**src/rtl/ps2_key_scheduler.sv**
```systemverilog
// ps2_key_scheduler: filters the raw PS/2 scancode stream, queues make codes in a small
// circular FIFO and hands them one at a time to the Morse encoder. Each hand-off waits for
// the encoder to go idle and for a programmable inter-character gap to elapse.
module ps2_key_scheduler #(
    parameter int unsigned DEPTH      = 8,
    parameter int unsigned GAP_CYCLES = 16,
    parameter logic [7:0]  FLUSH_CODE = 8'h76
) (
    input  logic                   clk,
    input  logic                   rst_n,
    input  logic [7:0]             ps2_received_data,
    input  logic                   ps2_received_data_strb,
    input  logic                   enc_busy,
    output logic [7:0]             enc_data,
    output logic                   enc_data_strb,
    output logic [$clog2(DEPTH):0] fifo_count,
    output logic                   overflow
);

    localparam int unsigned PtrW = $clog2(DEPTH);
    localparam int unsigned CntW = PtrW + 1;
    // A zero gap still needs one bit of counter to hold the value 0.
    localparam int unsigned GapW = (GAP_CYCLES > 0) ? $clog2(GAP_CYCLES + 1) : 1;

    localparam logic [CntW-1:0] DepthCnt = CntW'(DEPTH);
    localparam logic [GapW-1:0] GapInit  = GapW'(GAP_CYCLES);

    localparam logic [7:0] CodeBreak   = 8'hF0;
    localparam logic [7:0] CodeExt     = 8'hE0;
    localparam logic [7:0] CodeError   = 8'h00;
    localparam logic [7:0] CodeBat     = 8'hAA;
    localparam logic [7:0] CodeOverrun = 8'hFF;

    typedef enum logic [1:0] {
        FMake,
        FBrk,
        FExt,
        FExtBrk
    } filt_state_e;

    typedef enum logic [2:0] {
        DIdle,
        DIssue,
        DBlank,
        DWait,
        DGap
    } disp_state_e;

    filt_state_e filt_q, filt_d;
    disp_state_e disp_q, disp_d;

    logic [7:0]      mem_q [DEPTH];
    logic [PtrW-1:0] wr_ptr_q, wr_ptr_d;
    logic [PtrW-1:0] rd_ptr_q, rd_ptr_d;
    logic [CntW-1:0] count_q, count_d;
    logic            overflow_q, overflow_d;

    logic [7:0]      enc_data_q, enc_data_d;
    logic            enc_strb_q, enc_strb_d;
    logic            blank_q, blank_d;
    logic [GapW-1:0] gap_q, gap_d;

    logic enq_req;
    logic flush;
    logic wr_en;
    logic deq;

    // Scancode filter: decide per received byte whether it is a make code, a flush or noise.
    always_comb begin
        filt_d  = filt_q;
        enq_req = 1'b0;
        flush   = 1'b0;
        if (ps2_received_data_strb) begin
            unique case (filt_q)
                FMake: begin
                    if (ps2_received_data == CodeBreak) begin
                        filt_d = FBrk;
                    end else if (ps2_received_data == CodeExt) begin
                        filt_d = FExt;
                    end else if (ps2_received_data == FLUSH_CODE) begin
                        flush = 1'b1;
                    end else if (ps2_received_data != CodeError &&
                                 ps2_received_data != CodeBat &&
                                 ps2_received_data != CodeOverrun) begin
                        enq_req = 1'b1;
                    end
                end
                FBrk: begin
                    filt_d = FMake;
                end
                FExt: begin
                    // E0 F0 xx is an extended break: one more byte must be swallowed.
                    filt_d = (ps2_received_data == CodeBreak) ? FExtBrk : FMake;
                end
                FExtBrk: begin
                    filt_d = FMake;
                end
                default: begin
                    filt_d = FMake;
                end
            endcase
        end
    end

    // Dispatch sequencer: issue the head entry, ride out the strobe-to-busy latency, then pace.
    always_comb begin
        disp_d     = disp_q;
        blank_d    = blank_q;
        gap_d      = gap_q;
        enc_data_d = enc_data_q;
        enc_strb_d = 1'b0;
        deq        = 1'b0;
        unique case (disp_q)
            DIdle: begin
                if (count_q != '0 && !enc_busy) begin
                    disp_d = DIssue;
                end
            end
            DIssue: begin
                // A flush between the idle decision and now leaves nothing to send.
                if (count_q != '0) begin
                    deq        = 1'b1;
                    enc_data_d = mem_q[rd_ptr_q];
                    enc_strb_d = 1'b1;
                    blank_d    = 1'b0;
                    disp_d     = DBlank;
                end else begin
                    disp_d = DIdle;
                end
            end
            DBlank: begin
                // Two cycles during which enc_busy may not yet reflect the new character.
                blank_d = ~blank_q;
                if (blank_q) begin
                    disp_d = DWait;
                end
            end
            DWait: begin
                if (!enc_busy) begin
                    gap_d  = GapInit;
                    disp_d = DGap;
                end
            end
            DGap: begin
                if (gap_q == '0) begin
                    disp_d = DIdle;
                end else begin
                    gap_d = gap_q - GapW'(1);
                end
            end
            default: begin
                disp_d = DIdle;
            end
        endcase
    end

    // FIFO bookkeeping: a full FIFO still accepts a byte when the head leaves in the same cycle.
    always_comb begin
        wr_en      = enq_req && ((count_q != DepthCnt) || deq);
        wr_ptr_d   = wr_ptr_q;
        rd_ptr_d   = rd_ptr_q;
        count_d    = count_q;
        overflow_d = overflow_q;
        if (flush) begin
            wr_ptr_d   = '0;
            rd_ptr_d   = '0;
            count_d    = '0;
            overflow_d = 1'b0;
        end else begin
            if (wr_en) begin
                wr_ptr_d = wr_ptr_q + PtrW'(1);
            end
            if (deq) begin
                rd_ptr_d = rd_ptr_q + PtrW'(1);
            end
            if (wr_en && !deq) begin
                count_d = count_q + CntW'(1);
            end else if (!wr_en && deq) begin
                count_d = count_q - CntW'(1);
            end
            if (enq_req && !wr_en) begin
                overflow_d = 1'b1;
            end
        end
    end

    // Storage array; contents need no reset because the count says what is valid.
    always_ff @(posedge clk) begin
        if (wr_en) begin
            mem_q[wr_ptr_q] <= ps2_received_data;
        end
    end

    // State registers for filter, FIFO pointers and dispatch.
    always_ff @(posedge clk or negedge rst_n) begin
        if (!rst_n) begin
            filt_q     <= FMake;
            disp_q     <= DIdle;
            wr_ptr_q   <= '0;
            rd_ptr_q   <= '0;
            count_q    <= '0;
            overflow_q <= 1'b0;
            enc_data_q <= '0;
            enc_strb_q <= 1'b0;
            blank_q    <= 1'b0;
            gap_q      <= '0;
        end else begin
            filt_q     <= filt_d;
            disp_q     <= disp_d;
            wr_ptr_q   <= wr_ptr_d;
            rd_ptr_q   <= rd_ptr_d;
            count_q    <= count_d;
            overflow_q <= overflow_d;
            enc_data_q <= enc_data_d;
            enc_strb_q <= enc_strb_d;
            blank_q    <= blank_d;
            gap_q      <= gap_d;
        end
    end

    assign enc_data      = enc_data_q;
    assign enc_data_strb = enc_strb_q;
    assign fifo_count    = count_q;
    assign overflow      = overflow_q;

endmodule

```
**config.mk**
```make
export PLATFORM = sky130hd
export DESIGN_NAME = ps2_key_scheduler
export DESIGN_NICKNAME = d
export VERILOG_FILES = /design/src/rtl/ps2_key_scheduler.sv
export SDC_FILE = /design/constraint.sdc
export NUM_CORES = 1
export LEC_CHECK = 0
export CAP_MARGIN = 20
export CORE_UTILIZATION = 53
export CTS_CLUSTER_DIAMETER = 150
export DETAILED_ROUTE_END_ITERATION = 12
export PLACE_DENSITY = 0.75
export REMOVE_ABC_BUFFERS = 1
export SLEW_MARGIN = 20
export SYNTH_ARGS = -nofsm -noshare
export SYNTH_HDL_FRONTEND = slang
export SYNTH_SLANG_ARGS = --single-unit
```
**constraint.sdc**
```tcl
create_clock -name clk -period 2.7 [get_ports clk]
set_input_delay 0.54 -clock clk [delete_from_list [all_inputs] [get_ports clk]]
set_output_delay 0.54 -clock clk [all_outputs]
set_load 0.005 [all_outputs]
```
After elaboration in Yosys (flattened, before gate mapping):

Memories as Yosys holds them, arrays and structs flattened. A register that Yosys moved wholly into a read port is not among the register bits.
Cells that the tools add are included.

* register bits: 23
* RAM bits: 64
* input port bits: 12
* output and inout port bits: 14
* word-level logic and storage cells: 104
* memories: 1

* add/sub/neg operators: 5
* equality and inequality tests: 20
* mux-type cells: 39
* bitwise gates (word level): 1
* reduce and logical (&&, ||, !) cells: 29

Memories
* mem_q: words 8, bits a word 8, read ports 1, clocked after Yosys merged registers in 1, write ports 1, RTL line 52 `logic [7:0] mem_q [DEPTH];`

Operator list (count)
* 3-bit two-way mux: 8
* 1-bit two-way mux: 18
* 8-bit == test (second input constant): 2
* 8-bit != test (second input constant): 2
* 3-bit case mux with 5 select lines: 1
* 4-bit two-way mux: 3
* 2-bit != test (second input constant): 6
* 5-bit two-way mux: 2
* 5-bit case mux with 2 select lines: 1
* 2-bit nonzero test: 5
* 8-bit by 7-bit == test with 1-bit output (second input constant): 1
* 2-bit two-way mux: 4
* 8-bit nonzero test: 1
* 1-bit logical AND: 7
* 3-bit by 1-bit adder with 3-bit output (second input constant): 2
* 3-bit by 2-bit == test with 1-bit output (second input constant): 2
* 2-bit case mux with 3 select lines: 1
* 2-bit AND reduction: 3
* 5-bit logical NOT: 1
* 5-bit by 1-bit subtractor with 5-bit output (second input constant): 1
* 4-bit by 1-bit adder with 4-bit output (second input constant): 1
* 2-bit == test (second input constant): 2
* 1-bit logical NOT: 4
* 4-bit != test (second input constant): 1
* other kinds (15): 15

Longest topological paths before layout:

Gate-level depths: netlist of run 1.

* depth in word-level cells: 15
* gate-level depth with buffers: 13
* depth with buffers taken out: 12

Worst setup path before layout of run 1:

No wires, ideal clock.

* path kind: input-to-reg
* from: input ps2_received_data[0]
* to: register count_q[2] (netlist: fifo_count[2])
* setup time: 0.119 ns
* data arrival time: 2.701 ns
* data required time: 2.581 ns
* setup slack: -0.119 ns
* stages on the path: 13
* path buffers: 1
* cells stage by stage: or4_1 > a21o_1 > o211ai_2 > buf_6 > nor2_1 > nand2_1 > inv_1 > fa_1 > xnor2_1 > a21oi_1 > o221a_2 > a21oi_1 > o21a_1

* longest elaborated chain between the ends: 13
* elaborated cells between the ends (all ways): 26
* those cells by class: eq/ne: 5; mux: 13; reduce/logical: 8

Ends and longest elaborated chain
* from (decl): RTL line 11 `input logic [7:0] ps2_received_data,`
* 8-bit != test or 8-bit nonzero test (tied branches): RTL line 83, 82
* 1-bit logical AND: RTL line 82 `end else if (ps2_received_data != CodeError &&`
* 1-bit logical AND: RTL line 83 `ps2_received_data != CodeBat &&`
* 1-bit two-way mux: RTL line 82
* 1-bit two-way mux: RTL line 80 `end else if (ps2_received_data == FLUSH_CODE) begin`
* 1-bit two-way mux: RTL line 78 `end else if (ps2_received_data == CodeExt) begin`
* 1-bit two-way mux: RTL line 76 `if (ps2_received_data == CodeBreak) begin`
* 1-bit two-way mux: RTL line 74 `unique case (filt_q)`
* 1-bit two-way mux: RTL line 73 `if (ps2_received_data_strb) begin`
* 1-bit logical AND: RTL line 159 `wr_en = enq_req && ((count_q != DepthCnt) || deq);`
* 1-bit logical AND or 1-bit logical NOT (tied branches): RTL line 176, 178
* 4-bit two-way mux or 1-bit logical AND (tied branches): RTL line 176, 178
* 4-bit two-way mux or 3-bit nonzero test (tied branches)
* to (signal assigned): RTL line 212 `count_q <= count_d;`
* to (decl): RTL line 55 `logic [CntW-1:0] count_q, count_d;`

Several ways; a longest one is shown, not always the timed one.
A chain may end at the register's enable or synchronous reset.

Worst setup path after layout of run 1:

* from: input ps2_received_data[1]
* to: memory mem_q[1][1], enable pin

* longest elaborated chain between the ends: 12
* elaborated cells between the ends (all ways): 17
* those cells by class: eq/ne: 5; mux: 8; reduce/logical: 4

Ends and longest elaborated chain
* 8-bit != test or 8-bit nonzero test (tied branches): RTL line 83, 82
* 1-bit logical AND: RTL line 82
* 1-bit logical AND: RTL line 83
* 1-bit two-way mux: RTL line 82
* 1-bit two-way mux: RTL line 80
* 1-bit two-way mux: RTL line 78
* 1-bit two-way mux *: RTL line 76
* 1-bit two-way mux *: RTL line 74
* 1-bit two-way mux *: RTL line 73
* 1-bit logical AND *: RTL line 159
* 1-bit two-way mux *: RTL line 189 `if (wr_en) begin`
* 1-bit two-way mux (implied by the code) *: RTL line 190 `mem_q[wr_ptr_q] <= ps2_received_data;`
* to (decl): RTL line 52

Every way passes the cells marked *; elsewhere a longest branch is shown, timed or not.

==> metrics.txt, run 1 <==
status=finished, final reports clean; initial detailed-routing violation count=191; Antenna Violating Nets Remaining=0; HP Start=filt_q[0]; count leader, synth=edfxtp_1; EDFF count, synth=64; Clock Sinks=95; fin area=5240 um^2; Layout area overhead=25.9%; layout net count=398; Startpoint Class=input port; async set-reset flop share out of synthesis=32.6%; P per Cell Area=1010 nW/um^2; first-pass GRT wire length=13600 um; gpl congestion=0.853; Hold Crit Depth=1; DR vias/cell=5.65; Mapped Cells=290; reg2reg end=mem_q[1][1]; Site Rows=31; DRT Pass-1 Iters=5; setup violators final=0; Initial Utilization=56.2%; CP startpoint=ps2_received_data[1]; synthesized area per cell=14.3 um^2; leak pwr=2.05 nW; Die X=90.6 um; Comb pwr share=39.5%; placed cells=451; Net Sw Frac=33.0%; Die Height=90.6 um; Wirelength per Cell=17.6 um; Fmax=0.384 GHz; DRC errors left=0; crit end category=register; Setup CP Type=input port to register; Critical Path RT=2.77 ns; Hold Fails Final Rpt=0; IO buf count=25; Cell Area, Synth=4160 um^2; dpl cell area=4830 um^2; Post-Route WL=8510 um; flops & latches, synth=95; Ys Warns=0; H-tree depth=3; Clock power frac=19.0%; GR Util met1=28.5%; Core ar.=7410 um^2; register share of total power=41.5%; hold_buf cts=0; reg2reg start=disp_q[2]; M3 GR Usage=4.12%; fin crit share=96.5%; Int Pwr=3.54 mW; layout cells sized above 1=31.3%; area leader, netlist=edfxtp_1; skew final=0.0121 ns; Die ar.=8210 um^2; Hold WC Path Type=register to register; Yosys top cell area share=46.2%; Post-synth top cells=edfxtp_1, nor2_1, dfrtp_1, nand2_1, mux4_2; hold endpoint=filt_q[1]; Final Critical Period=2.60 ns; crit path DAT=2.68 ns; sw power=1.74 mW; total grt overflow=0; Inserted Diodes=0; internal reg-to-reg setup slack=0.14 ns; slew margin rel.=47.7%; fin cells=483; Synth area leaders=edfxtp_1, dfrtp_1, mux4_2, nor2_1, mux2i_1; sequential element share of the synthesized area=64.8%; worst vdd ir=542 uV; largest net degree at the start of global routing=32; Max-Cap Viols=0; r2r worst-path depth=11; clock transition at the registers of the reported paths=0.09 ns; Root Driver=clkbuf_8; GR Util All Layers=22.3%; clk buf depth=2; dpl hpwl=5600 um; worst slew pin tran=0.784 ns; CP max FO=6; max-slew violation count=0; GRT busiest layer=met2; dominant synthesized flop cell=edfxtp_1; via count=2728; clk_lat worst skew=0.36 ns; vias in the first global route=2772; CTS Buf Count=9; met2 GRT Util=37.6%; # IOs=26; initial antenna violation count=0; TritonCTS clock tree=done; Distinct cells, synth=51
==> logic make-up (layout without fill, tap and decap cells) <==
kind of cell | Yosys count | in the layout | synth area share, %
and+or+nand+nor | 98 | 98 | 11.9
DFF | 95 | 95 | 64.8
AOI/OAI and AO/OA | 35 | 35 | 5.68
muxes | 28 | 28 | 11.6
buffers and inverters | 19 | 113 | 1.98
xor gates and xnor gates | 8 | 8 | 1.68
adders and majority gates | 7 | 7 | 2.29
==> worst max-delay path, cell delays in order <==
cell	delay, ns
dlygate4sd2_1	0.30
and4bb_2	0.30
a21boi_4	0.18
o211ai_2	0.12
nor2_2	0.17
buf_4	0.13
buf_4	0.09
buf_4	0.09
buf_4	0.09
buf_4	0.10
nand2_1	0.10
nor3_1	0.25
buf_4	0.23
==> registers in the layout (all words and copies together) (netlist names) <==
name,cells
wr_ptr_q,3
fifo_count,4
filt_q,2
blank_q,1
rd_ptr_q,3
enc_data_strb,1
disp_q,3
enc_data,8
gap_q,5
mem_q,64
overflow,1
==> layer usage <==
metal	vias up	wire length (um)
li1	1272	-
met1	1375	3570
met2	69	4400
met3	12	413
met4	0	131
met5	-	0
==> area by class of cell <==
type                    count  area (um^2)
well taps                  99          124
multi-input cells         176         1440
repair buffers             87          716
inverters                  10         37.5
flip-flops and latches     95         2700
clock inverters             6         86.3
fillers                   492         2170
clock buffers              10          138
==> placed cells by master, fill, tap and decap left out, types with 2 or more instances in the layout <==
cell type	count
mux4_2	16
nor4_1	4
mux2i_1	11
a31oi_1	2
nor3_1	4
xnor2_1	6
edfxtp_1	64
inv_1	8
buf_4	61
a2bb2oi_1	2
a21o_1	3
nor3b_2	2
clkdlybuf4s15_1	3
clkbuf_8	10
a21oi_2	5
a21oi_1	11
o21ai_0	3
clkdlybuf4s50_1	16
inv_2	2
inv_8	2
nand3_1	8
dlygate4sd2_1	5
ha_1	6
nor2_1	34
nor3_2	2
nand4_1	4
nand2_1	17
nand2b_1	7
dfrtp_1	31
==> what timing repair did <==
| action | 4_1_cts | 5_1_grt |
|---|---|---|
| gates resized for setup | 17 | 12 |
| buffers inserted | 16 | 0 |
| pin swaps | 15 | 8 |
| endpoints found under the setup margin | 2 | 33 |
==> power groups by stage <==
stage / clock (mW) / sequential, mW / combinational (mW)
after floorplan: 0 / 2.24 / 1.13
after global placement: 0 / 2.21 / 1.82
after detailed placement: 0 / 2.23 / 1.88
after CTS: 1.02 / 2.20 / 2.04
after global routing: 1.08 / 2.24 / 2.28
final: 1.00 / 2.19 / 2.09
==> worst max path at each step <==
stage	end	cells after the start	slack [ns]
2_1_floorplan	fifo_count[2]	12	-0.16
3_3_place_gp	fifo_count[2]	13	-0.47
3_5_place_dp	fifo_count[2]	13	-0.51
4_1_cts	fifo_count[2]	13	0.05
5_1_grt	fifo_count[3]	12	-0.004
6_report	mem_q[1][1]	13	0.1
==> metrics by stage <==
stage          power, mW  util, %  hold slack [ns]  setup slack [ns]  setup TNS [ns]
3_5_place_dp        4.12     65.3            0.487            -0.514          -10.83
4_1_cts             5.26     70.2            0.512            0.0533               0
6_report            5.28     70.7            0.519            0.0957               0
3_3_place_gp        4.03     65.3            0.482            -0.469           -7.44
5_1_grt             5.60     70.7            0.539          -0.00413        -0.00686
2_1_floorplan       3.36        -            0.244            -0.158          -0.206
No activity file was read; power rests on OpenSTA's default activity.
==> run 2, diff against run 1 <==
--- a/config.mk
+++ b/config.mk
@@ -5,12 +5,14 @@
 export SDC_FILE = /design/constraint.sdc
 export NUM_CORES = 1
 export LEC_CHECK = 0
+export ABC_AREA = 1
 export CAP_MARGIN = 20
 export CORE_UTILIZATION = 53
 export CTS_CLUSTER_DIAMETER = 150
 export DETAILED_ROUTE_END_ITERATION = 12
 export PLACE_DENSITY = 0.75
 export REMOVE_ABC_BUFFERS = 1
+export SETUP_SLACK_MARGIN = 0.02
 export SLEW_MARGIN = 20
 export SYNTH_ARGS = -nofsm -noshare
 export SYNTH_HDL_FRONTEND = slang
==> run 2 against run 1 <==
  * Power fell by 2.1%
  * Non-clock buffer count fell by 27
  * Synthesized cell count rose by 38%
  * Sequential share of layout area rose by 1.2 points
  * Global-route usage rose by 1.8 points
  * Worst hold slack got worse by 0.040 ns
  * Register-to-register slack improved by 0.47 ns
  * Clock-buffer cell count did not move
  * Clock power fell by 4%
  * Design area fell by 2.4%
==> metrics.txt, run 2 <==
status=finished, final reports clean; Cell Area, Synth=4320 um^2 (+3.8%); Initial Utilization=55.3% (-0.82 points); Hold Fails Final Rpt=0 (unchanged); Hold WC Path Type=register to register; GR Util All Layers=24.1% (+1.8 points); flops & latches, synth=95 (unchanged); reg2reg end=fifo_count[3]; CP max FO=5 (-1); Top reg by flops=mem_q; worst slew pin tran=0.736 ns (-0.0480 ns); setup violators final=0 (unchanged); initial detailed-routing violation count=137 (-28%); fin cells=564 (+17%); Net Sw Frac=37.9% (+5.0 points); most frequent cells in the layout=nor2_1, nand2_1, edfxtp_1; Distinct cells, synth=41 (-20%); layout cells sized above 1=16.0% (-15 points); EDFF count, synth=64 (unchanged); Worst path top cell family by delay=simple AND/OR/NAND/NOR gates; slew margin rel.=50.9% (+3.2 points); Root Driver=clkbuf_8; Die X=92.3 um (+1.9%); count leader, synth=nor2_1; first-pass GRT wire length=15400 um (+13%); Yosys top cell area share=44.5% (-1.7 points); CTS Buf Count=9 (unchanged); hold endpoint=blank_q; skew final=0.0158 ns (+0.00370 ns); crit path DAT=2.72 ns (+0.04 ns); area leader, netlist=edfxtp_1; DRT Pass-1 Iters=5 (unchanged); IO buf count=25 (unchanged); via count=3113 (+14%); Max-Cap Viols=0 (unchanged); Hold Crit Depth=2 (+1); P per Cell Area=1010 nW/um^2 (+0.23%); layout net count=476 (+20%); largest net degree at the start of global routing=35 (+9.4%); DRC errors left=0 (unchanged); reg2reg start=fifo_count[0]; gpl congestion=0.877 (+2.8%); placed cells=548 (+22%); Clock power frac=18.5% (-0.5 points); # IOs=26 (unchanged); Final Critical Period=2.46 ns (-0.145 ns); vias in the first global route=3154 (+14%); Comb pwr share=40.3% (+0.8 points); initial antenna violation count=0 (unchanged); Die Height=92.3 um (+1.9%); Core ar.=7810 um^2 (+5.4%); worst vdd ir=542 uV (about the same); max reg flops=64 (unchanged); Util after Layout=65.5% (-5.2 points); dominant synthesized flop cell=edfxtp_1; Layout area overhead=18.3%; internal reg-to-reg setup slack=0.61 ns (+0.47 ns); Slowest-stage cell, CP=clkdlybuf4s50_1; fin crit share=91.1% (-5.4 points); Inserted Diodes=0 (unchanged); most frequent CP cell=nand2_1; r2r worst-path depth=13 (+2); Post-synth top cells=nor2_1, edfxtp_1, nand2_1, dfrtp_1, inv_1; Critical Path RT=2.96 ns (+0.19 ns); Setup CP Type=input port to register; dpl hpwl=6280 um (+12%); Die ar.=8520 um^2 (+3.8%); Wirelength per Cell=16.3 um (-7.5%); dpl cell area=4900 um^2 (+1.4%); max-slew violation count=0 (unchanged); crit end category=register; hold_buf cts=0 (unchanged); Fmax=0.407 GHz (+5.9%); total negative setup slack=0 ns (unchanged); TritonCTS clock tree=done; clk buf depth=2 (unchanged); Synth area leaders=edfxtp_1, dfrtp_1, nor2_1, nand2_1, inv_1; Site Rows=32 (+3.2%); synthesized area per cell=10.8 um^2 (-25%); DR vias/cell=5.52 (-2.3%); CP Buf/Inv Count=2 (-5); async set-reset flop share out of synthesis=32.6% (unchanged); sequential element share of the synthesized area=62.4% (-2.4 points); sw power=1.96 mW (+13%); fin area=5110 um^2 (-2.4%); clock transition at the registers of the reported paths=0.10 ns (about the same); Post-Route WL=9200 um (+8.0%); RSZ-0062 raised after global routing=false; Antenna Violating Nets Remaining=0 (unchanged); most common cell after layout, fill and taps aside=nor2_1; H-tree depth=3 (unchanged); HP Start=blank_q; Clock Sinks=95 (unchanged); leak pwr=2.09 nW (+2.3%); Mapped Cells=399 (+38%); total grt overflow=0 (unchanged); Int Pwr=3.21 mW (-9.4%); Ys Warns=0 (unchanged); clk_lat worst skew=0.37 ns (about the same); critical-path cell list=clkdlybuf4s50_1 > nor2_1 > nand2_2 > inv_2 > nand2_1 > nand2_1 > nor2_4 > nand4_4 > ha_1 > a21oi_2 > nand2_1 > nand2_1 > nand2_1 > nand4_1 > nand2_1 > nand2_1 > nand2_1; register share of total power=41.2% (-0.3 points); Startpoint Class=input port; Worst path max stage delay=0.57 ns (+0.27 ns)
## run 2: changes by cell type in the layout (fill, tap and decap cells not counted), moves of 7 or more
cell             delta
nand2_1            +47
nor2_1             +31
buf_4              -26
inv_1              +22
o21ai_0            +17
mux4_2             -16
clkdlybuf4s50_1     +9
o211ai_1            +8
o221ai_1            +8
o32ai_1             +8
nand2b_1            -7
o21ai_1             +7
## run 2: timing repair
action                                 CTS  global route
endpoints found under the hold margin    0             0
setup endpoints to repair                0             1
gates resized for setup                  0             1
buffers inserted                         0             0
## run 2: worst max path at each step
| stage | from | depth (start not counted) | slack (ns) | end |
|---|---|---|---|---|
| floorplan | ps2_received_data[3] | 14 | 0.57 | fifo_count[3] |
| global placement | ps2_received_data[3] | 17 | -0.03 | fifo_count[3] |
| detailed placement | ps2_received_data[3] | 17 | -0.17 | fifo_count[3] |
| CTS | ps2_received_data[3] | 17 | 0.20 | fifo_count[3] |
| global route | ps2_received_data[3] | 17 | 0.02 | fifo_count[3] |
| finish | ps2_received_data[3] | 17 | 0.24 | fifo_count[3] |
## run 2: kinds of logic (layout without fill, tap and decap cells)
group | count (synthesis) | count (layout) | share of synthesized area (%)
DFF | 95 | 95 | 62.4
and+or+nand+nor | 168 | 168 | 17.8
adders and majority gates | 7 | 7 | 2.20
buffers and inverters | 50 | 113 | 4.52
AOI/OAI and AO/OA | 66 | 66 | 10.2
xor gates and xnor gates | 5 | 5 | 1.01
muxes | 8 | 8 | 1.85
## run 2: worst register-to-register path, stage by stage (launching register included)
cell     delay, ns
dfrtp_1       0.44
nor2_1        0.18
nand3_1       0.15
nand4_2       0.14
nand4_4       0.12
ha_1          0.34
a21oi_2       0.17
nand2_1       0.07
nand2_1       0.06
nand2_1       0.06
nand4_1       0.09
nand2_1       0.05
nand2_1       0.06
nand2_1       0.04
## run 2: metal layers
layer	vias up	GRT usage [%]	routed length [um]
met2	89	40.7	4610
met1	1497	31.0	3930
met3	19	4.06	431
met5	-	0	0
li1	1508	-	-
met4	0	9.77	228
## run 2: per-stage QoR
| stage | total power, mW | setup WS [ns] | hold slack, ns |
|---|---|---|---|
| floorplan | 3.43 | 0.571 | 0.244 |
| global placement | 4.13 | -0.0323 | 0.448 |
| detailed placement | 4.22 | -0.171 | 0.459 |
| CTS | 5.18 | 0.199 | 0.481 |
| global route | 5.53 | 0.0157 | 0.500 |
| finish | 5.17 | 0.241 | 0.478 |
## run 2: layout make-up
cell class,count,area [um^2]
inverter,37,139
timing repair buffer,60,513
clock inverter,6,66.3
sequential,95,2700
fill,599,2700
clock buffer,10,138
tap,102,128
multi-input combinational,254,1430
## run 2: power by group through the flow
stage                     registers (mW)  clock network (mW)  logic, mW
after floorplan                     2.17                   0       1.25
after global placement              2.14                   0       1.99
after detailed placement            2.15                   0       2.07
after CTS                           2.12               0.978       2.08
after global routing                2.16                1.03       2.34
final                               2.13               0.957       2.08
==> run 3, diff against run 2 <==
--- a/config.mk
+++ b/config.mk
@@ -13,7 +13,6 @@
 export PLACE_DENSITY = 0.75
 export REMOVE_ABC_BUFFERS = 1
 export SETUP_SLACK_MARGIN = 0.02
-export SLEW_MARGIN = 20
 export SYNTH_ARGS = -nofsm -noshare
 export SYNTH_HDL_FRONTEND = slang
 export SYNTH_SLANG_ARGS = --single-unit
==> results of run 3 <==
Final layout, timing and power as in run 2 (identical DEF).
